===== config.mk =====
export PLATFORM = sky130hd
export DESIGN_NAME = control_sequencer
export DESIGN_NICKNAME = d
export VERILOG_FILES = /design/src/rtl/control_sequencer.sv
export SDC_FILE = /design/constraint.sdc
export NUM_CORES = 1
export LEC_CHECK = 0
export CORE_ASPECT_RATIO = 0.7
export CORE_MARGIN = 5
export CORE_UTILIZATION = 43
export CTS_CLUSTER_SIZE = 8
export DETAILED_ROUTE_END_ITERATION = 7
export PLACE_DENSITY = 0.8
export SETUP_SLACK_MARGIN = 0.2
export SLEW_MARGIN = 20
export SYNTH_ARGS = -nofsm -noshare
export SYNTH_HDL_FRONTEND = slang
export SYNTH_SLANG_ARGS = --single-unit

===== constraint.sdc =====
create_clock -name clock -period 2.75 [get_ports clock]
set_clock_uncertainty 0.2 [all_clocks]
set_input_delay 0.55 -clock clock [delete_from_list [all_inputs] [get_ports clock]]
set_output_delay 0.55 -clock clock [all_outputs]
set_load 0.01 [all_outputs]

===== src/rtl/control_sequencer.sv =====
// Fetch/execute phase sequencer with memory wait states, run/step/breakpoint debug control and a retired-instruction counter.
// Phase/ecount/instr_count change on the falling clock edge; ctrl_en is combinational so a wait state blocks writes in the same cycle.
module control_sequencer #(
    parameter int IW       = 8,
    parameter int AW       = 8,
    parameter int MAX_EXEC = 4,
    parameter int EW       = $clog2(MAX_EXEC + 1),
    parameter int CW       = 16,
    parameter logic [IW-1:0] HLT_OP = IW'(8'h0F)
) (
    input  logic          clock,
    input  logic          reset,
    input  logic [IW-1:0] I,
    input  logic [EW-1:0] exec_len,
    input  logic          mem_access,
    input  logic          mem_ready,
    input  logic          run,
    input  logic          step,
    input  logic          bp_en,
    input  logic [AW-1:0] bp_addr,
    input  logic [AW-1:0] pc,
    output logic [2:0]    phase,
    output logic [EW-1:0] ecount,
    output logic          ctrl_en,
    output logic          ir_we,
    output logic [CW-1:0] instr_count,
    output logic          dbg_F0,
    output logic          dbg_halt,
    output logic          dbg_paused
);

    typedef enum logic [2:0] {
        PAUSE = 3'd0,
        F0    = 3'd1,
        F1    = 3'd2,
        EX    = 3'd3,
        HLT   = 3'd7
    } phase_t;

    localparam logic [EW-1:0] LEN_ONE = EW'(1);
    localparam logic [EW-1:0] LEN_MAX = EW'(MAX_EXEC);

    phase_t        phase_q;
    logic [EW-1:0] ecount_q;
    logic [CW-1:0] count_q;
    logic          bp_skip_q;
    logic          step_mode_q;
    logic          step_q;

    logic [EW-1:0] eff_len;
    logic [EW-1:0] last_idx;
    logic [CW-1:0] count_inc;
    logic          step_rise;
    logic          is_halt;
    logic          ex_wait;
    logic          bp_hit;

    always_comb begin
        eff_len = exec_len;
        if (exec_len == '0) begin
            eff_len = LEN_ONE;
        end else if (exec_len > LEN_MAX) begin
            eff_len = LEN_MAX;
        end
    end

    assign last_idx  = eff_len - LEN_ONE;
    assign count_inc = (count_q == '1) ? count_q : count_q + CW'(1);
    assign step_rise = step & ~step_q;
    assign is_halt   = (I == HLT_OP);
    assign ex_wait   = mem_access & ~mem_ready;
    assign bp_hit    = bp_en & (pc == bp_addr) & ~bp_skip_q;

    always_ff @(negedge clock or posedge reset) begin
        if (reset) begin
            phase_q     <= PAUSE;
            ecount_q    <= '0;
            count_q     <= '0;
            bp_skip_q   <= 1'b0;
            step_mode_q <= 1'b0;
            step_q      <= 1'b0;
        end else begin
            step_q <= step;
            case (phase_q)
                PAUSE: begin
                    if (step_rise) begin
                        phase_q     <= F0;
                        step_mode_q <= 1'b1;
                    end else if (run) begin
                        phase_q     <= F0;
                        step_mode_q <= 1'b0;
                    end
                end
                F0: begin
                    // Breakpoint wins over a memory wait; bp_skip lets the resume pass it once.
                    if (bp_hit) begin
                        phase_q   <= PAUSE;
                        bp_skip_q <= 1'b1;
                    end else if (mem_ready) begin
                        phase_q <= F1;
                    end
                end
                F1: begin
                    phase_q   <= EX;
                    ecount_q  <= '0;
                    bp_skip_q <= 1'b0;
                end
                EX: begin
                    if (is_halt) begin
                        phase_q <= HLT;
                        count_q <= count_inc;
                    end else if (!ex_wait) begin
                        if (ecount_q == last_idx) begin
                            count_q  <= count_inc;
                            ecount_q <= '0;
                            phase_q  <= (step_mode_q || !run) ? PAUSE : F0;
                        end else begin
                            ecount_q <= ecount_q + LEN_ONE;
                        end
                    end
                end
                HLT: begin
                    phase_q <= HLT;
                end
                default: begin
                    phase_q <= PAUSE;
                end
            endcase
        end
    end

    always_comb begin
        ctrl_en = 1'b0;
        case (phase_q)
            F1:      ctrl_en = 1'b1;
            EX:      ctrl_en = ~is_halt & ~ex_wait;
            default: ctrl_en = 1'b0;
        endcase
    end

    assign phase       = phase_q;
    assign ecount      = ecount_q;
    assign ir_we       = (phase_q == F1);
    assign instr_count = count_q;
    assign dbg_F0      = (phase_q == F0);
    assign dbg_halt    = (phase_q == HLT);
    assign dbg_paused  = (phase_q == PAUSE);

endmodule

==> metrics.txt, run 1 <==
Worst EP kind sequential cell input; FFs w/ async S/R, synth 100%; synth cell count leaders dfrtn_1 (25), xor2_1 (23), nand3_1 (14), nand2_1 (13), nor3_1 (9); HPWL after DPL ~3900 um; H-tree levels 1; top cell type's share of synthesized area around two fifths; sequential cell area fraction in the yosys report just over 40%; cts hold-fix bufs 0; Synth Warn # 0; count leader, synth dfrtn_1; Synthesized Nets 193; Yosys top cell by area dfrtn_1; GP Congestion roughly 0.83; status aborted with a tool error; Port Buf Inserts 60; top post-synthesis cells by area dfrtn_1 (41%), xor2_1 (13%), nand3_1 (4.6%), nand2_1 (3.2%), nor3_1 (2.9%); # clock sinks 25; Horiz. Die Dim around 81 um; DIE HEIGHT about 60 um; Mapped Cells 156; number of antenna violations at the first check in global routing 0; Initial Util 44.0%; count of different cell masters after synthesis 40; root buffer selected by CTS clkbuf_8; post-GRT worst EP instr_count[3]$_DFFE_NP0P_/D; largest net degree at the start of global routing 26; clk buf depth 2; DP Worst Slack -1870 ps; Stop stage 5_1_grt; Post-synth EDFFs 0; top_reg_cell synth dfrtn_1; mean post-synth cell area around 10 um^2; flops & latches, synth 25; First Error [ERROR DPL-0033] detailed placement checks failed during check placement.; mapped cell area 1530 um^2; # rows 18; CTS buffer count 3; # IOs slightly above 60
logic make-up after synthesis:
| kind of cell | Yosys count | synth area share, % |
|---|---|---|
| compound gates | 15 | 7.78 |
| xor+xnor | 24 | 13.8 |
| fa+ha+maj | 3 | 2.46 |
| buf+inv | 9 | 2.78 |
| flops | 25 | 41.0 |
| mux | 4 | 3.03 |
| simple gates | 76 | 29.2 |
metrics by stage:
| step | utilization, % | setup TNS (ps) | hold slack [ps] | std cells | area, um^2 |
|---|---|---|---|---|---|
| after floorplan | - | -24660 | 218 | 156 | 1720 |
| after detailed placement | 79.4 | -50590 | 237 | 313 | 2760 |
| after global placement | 79.4 | -48740 | 238 | 313 | 2760 |
| after CTS | 87.2 | -32030 | 243 | 344 | 3020 |
repair_timing:
item / 4_1_cts
cloned: 1
gates resized for setup: 212
setup endpoints to repair: 51
pin swaps: 31
setup buffers: 26
==> run 2: changes to the inputs <==
Settings changed: CORE_ASPECT_RATIO 0.7 to unset, CORE_UTILIZATION 43 to 28, CTS_CLUSTER_SIZE 8 to unset, PLACE_DENSITY 0.8 to unset, PLACE_DENSITY_LB_ADDON set to 0.15, SETUP_SLACK_MARGIN 0.2 to unset.
==> metrics.txt, run 2 <==
# clock sinks 25; DIE HEIGHT 83.9 um; root buffer selected by CTS clkbuf_8; # nets final approximately 340; main combinational cell family by area after synthesis simple AND/OR/NAND/NOR gates; most frequent cells in the layout buf_4 (57), buf_6 (37), buf_2 (27); diode count 0; Mapped Cells 156; drt wl/cell roughly 14 um; Synthesized Nets 193; post-route cell area 3200 um^2; most common cell after layout, fill and taps aside buf_4; metal1 wirelength around 2300 um; flops & latches, synth 25; Vias per Instance approximately 4.6; H-tree levels 1; DRC viols 0; count leader, synth dfrtn_1; WL final 5210 um; Post-Synth Simple-Gate Area 29.2%; vias in the first global route about 1900; Initial Util roughly 29%; FFs w/ async S/R, synth 100%; clk buf depth 2; GP Congestion 0.815; Setup CP Type input port to register; hold path startpoint bp_skip_q; CP Capture Type register; clk slew on worst S/H paths 60 ps; # fillers roughly 430; GRT Residual Overflow 0; core area 5200 um^2; top cell type's share of synthesized area 41.0%; worst path required time around 1300 ps; CTS tree built; unrepaired setup endpoints after global routing true; top_reg_cell synth dfrtn_1; synth cell count leaders dfrtn_1 (25), xor2_1 (23), nand3_1 (14), nand2_1 (13), nor3_1 (9); # IOs about 60; reg2reg start instr_count[2]; critical-path maximum fanout 4; max-slew violations 0; synth-to-layout area growth 110%; Horiz. Die Dim 83.9 um; Post-synth EDFFs 0; fraction of layout cells with a size suffix above 1 61.1%; die footprint around 7000 um^2; DP Worst Slack -1870 ps; Static Leak 0.00152 uW; top post-synthesis cells by area dfrtn_1 (41%), xor2_1 (13%), nand3_1 (4.6%), nand2_1 (3.2%), nor3_1 (2.9%); Worst Max-Slew Pin Slew around 360 ps; # rows 26; Detail Route met2 WL roughly 2700 um; Synth Area in XOR/XNOR between 10% and 20%; first-pass GRT wire length 9090 um; failing checks setup timing; Rel. slew slack 76.0%; non-filler cells, final 371; HPWL after DPL ~3600 um; Synth Warn # 0; count of different cell masters after synthesis 40; largest net degree at the start of global routing 26; Yosys top cell by area dfrtn_1; CTS buffer count 3; initial DRC count 37; CP startpoint kind input port; Synth Area in Compound Gates a little under 8%; total power 1950 uW; status complete, but fails checks; vias 1716; pwr dens around 610 nW/um^2; Final Hold Viols 0; sequential cell area fraction in the yosys report between 40 and 50%; adder-cell share of the synthesized area under 10%; final setup fails 50; mapped cell area 1530 um^2; drt pass-1 iters 4; mux share of post-synthesis cell area between 3 and 4%; mean post-synth cell area roughly 10 um^2; Port Buf Inserts 60; routed length on met3 roughly 220 um; Worst Setup SP exec_len[1]; Cell Area, Placed around 2800 um^2; data arrival time of the worst path about 2500 ps; Max Used Layer met4; placed insts 339; number of antenna violations at the first check in global routing 0; final worst slack -1180 ps; cts hold-fix bufs 0; Worst Hold Class register to register; ANT nets after route 0; max reg flops 16; r2r setup slk 240 ps; gr usage total around 15%; MaxCap Viol Count 0; worst-skew pair later-pin latency approximately 280 ps; Max VDD drop ~470 uV
## run 2: cell counts after synthesis
No cell type changed its count.
## run 2: per-layer routing
metal / up-vias / track usage (%)
met1: 816 / 20.0
met2: 42 / 26.4
met4: 0 / 3.65
li1: 852 / -
met5: - / 0
met3: 6 / 2.57
## run 2: report_power, final
group          leakage [uW]  internal [uW]  switching, uW
logic               0.00116            689            558
clock network     0.0000217            103            126
registers          0.000333            436           37.8
total               0.00152           1230            721
## run 2: final cells by class
class	instances	area [um^2]	share of cell area (%)
well taps	70	87.6	2.73
flip-flops and latches	25	626	19.5
clock inverters	1	7.51	0.234
repair buffers	143	1170	36.5
inverters	7	26.3	0.820
multi-input cells	122	1250	38.9
clock buffers	3	41.3	1.29
## run 2: repair_timing
action	CTS	global route
pin swaps	39	29
buffers inserted	28	14
endpoints found under the setup margin	51	51
gates resized for setup	243	40
## run 2: path summary, 6_finish.rpt
check,end,depth (start not counted)
max,instr_count[14],13
min,bp_skip_q,2
max reg2reg,instr_count[10],8
min reg2reg,bp_skip_q,2
max in group asynchronous,bp_skip_q,3
min in group asynchronous,instr_count[0],3
## run 2: through the flow
| stage | utilization [%] | hold slack [ps] | setup TNS (ps) |
|---|---|---|---|
| CTS | 60.8 | 234 | -31590 |
| global route | 61.6 | 267 | -32810 |
| floorplan | - | 218 | -24600 |
| global placement | 53.6 | 241 | -49400 |
| finish | 61.6 | 231 | -30330 |
| detailed placement | 53.6 | 255 | -49900 |
## run 2: kinds of logic after synthesis
group | count (synthesis)
simple gates | 76
flops | 25
xor+xnor | 24
compound gates | 15
buf+inv | 9
mux | 4
fa+ha+maj | 3
## run 2: critical path, cell delays in order
cell      delay, ps
buf_6            90
nor2b_4         110
or2_4           230
ha_4            170
xor2_4          220
mux2i_4         310
o311ai_4        110
buf_6           150
buf_6           110
buf_6           120
buf_6           110
nor3_4          120
xor2_1           80
Power figures use the tool's default switching activity.
==> patch (settings of run 2) <==
Set the parameter `CW` to 17 (it was 16).
--- a/src/rtl/control_sequencer.sv
+++ b/src/rtl/control_sequencer.sv
@@ -5,7 +5,7 @@
     parameter int AW       = 8,
     parameter int MAX_EXEC = 4,
     parameter int EW       = $clog2(MAX_EXEC + 1),
-    parameter int CW       = 16,
+    parameter int CW       = 17,
     parameter logic [IW-1:0] HLT_OP = IW'(8'h0F)
 ) (
     input  logic          clock,
Ports: changed (resized instr_count); port bits go from 61 to 62. The function was not compared with the original's and may differ.
==> patch against run 2 <==
  * The run still ends with negative setup slack left
  * Final area fell by 4.6%
  * Wire length is 0.19% lower
  * Area after synthesis is 6.6% higher
  * Global-route usage decreased by 1.2 points
  * Worst setup slack better by 0.22 ns
  * Via count down 0.87%
  * Non-clock buffer count fell by 12
  * Register-to-register slack got worse by 0.13 ns
  * Power rose by 11%
  * Sequential cell count is 1 higher
  * Critical path type unchanged
  * Highest routed layer unchanged
==> patch: results (changes against run 2) <==
maximum vdd drop - 0.000404 V (-13%)
final net count - 323 (-4.7%)
Crit path max-delay family - simple AND/OR/NAND/NOR gates
leakage - 1.51 nW (-0.66%)
share of post-route cells with drive strength above 1 - 51.4% (-9.7 points)
syn_area_per_cell - 10.6 um^2 (+8.0%)
outcome - finished with violations
hpwl dp - 3510 um (-3.2%)
drt wl/cell - 14.6 um (+4.0%)
fillcell total - 515 (+19%)
most frequent cells after synthesis - dfrtn_1, xnor2_1, and3_1
CP peak stage delay - 0.28 ns (-0.03 ns)
largest net degree at the start of global routing - 27 (+3.8%)
Hold Path End - step_mode_q
hold_sp - step_mode_q
Reg-to-Reg Start - instr_count[0]
R2R Setup Slk - 0.11 ns (-0.13 ns)
final count of negative-setup-slack endpoints - 51 (+2.0%)
crit path DAT - 2.27 ns (-0.22 ns)
first-pass iteration count of the detailed router - 6 (+2)
violated checks - negative setup slack
register area share after synthesis - 39.9% (-1.0 points)
main area contributors after synthesis - dfrtn_1, xnor2_1, and3_1, o211ai_1, ha_1
PostCTS Resize Cnt - 195 (-20%)
worst hold stages - 1 (-1)
Iter 0 DRT Violations - 39 (+5.4%)
worst r2r dst - instr_count[1]
final wirelength - 5200 um (-0.19%)
CP max stage cell - a21oi_4
max reg flops - 17 (+1)
vias in the first global route - 1,782 (-7.0%)
first-pass GRT wire length - 8580 um (-5.7%)
Tot GR Track Use - 14.2% (-1.2 points)
syn nets - 192 (-0.52%)
Place WS - -1.65 ns (+0.215 ns)
setup ws final - -0.964 ns (+0.218 ns)
-- patch: metal layers --
layer	track usage, %	routed length, um
met5	0	0
met4	2.12	29
met3	3.80	252
met2	24.7	2600
met1	17.9	2320
-- patch: worst max-delay path by stage --
stage,from,cells past startpoint,to
5_1_grt,exec_len[1],10,instr_count[5]
6_report,exec_len[1],10,instr_count[6]
3_3_place_gp,exec_len[0],10,instr_count[4]
4_1_cts,exec_len[1],10,instr_count[5]
3_5_place_dp,exec_len[1],10,instr_count[6]
2_1_floorplan,exec_len[1],8,instr_count[16]
-- patch: kinds of logic after synthesis --
kind of cell	Yosys count	share of synthesized area, %
AOI/OAI and AO/OA	33	17.3
and+or+nand+nor	55	21.0
adders and majority gates	4	3.07
DFF	26	39.9
buffers and inverters	9	3.07
xor gates and xnor gates	25	14.3
muxes	2	1.38
-- patch: final cells by class --
type / instances / area, um^2 / area share, %
repair buffers: 131 / 1140 / 37.3
multi-input cells: 120 / 1090 / 35.8
clock buffers: 3 / 41.3 / 1.35
inverters: 3 / 11.3 / 0.368
flip-flops and latches: 26 / 651 / 21.3
well taps: 72 / 90.1 / 2.95
clock inverters: 1 / 30.0 / 0.982
-- patch: through the flow --
stage          TNS, ns  hold slack, ns  util [%]
6_report        -28.74           0.252      54.9
5_1_grt         -31.14           0.273      54.9
4_1_cts         -28.20           0.257      52.2
3_5_place_dp    -47.09           0.256      48.8
3_3_place_gp    -46.98           0.250      48.8
2_1_floorplan   -21.99           0.224         -
-- patch: power by group through the flow --
stage	logic [mW]	clock network (mW)	registers, mW
3_5_place_dp	0.986	0	0.491
4_1_cts	1.20	0.341	0.484
6_report	1.35	0.329	0.488
3_3_place_gp	0.978	0	0.494
5_1_grt	1.45	0.357	0.495
2_1_floorplan	0.494	0	0.535
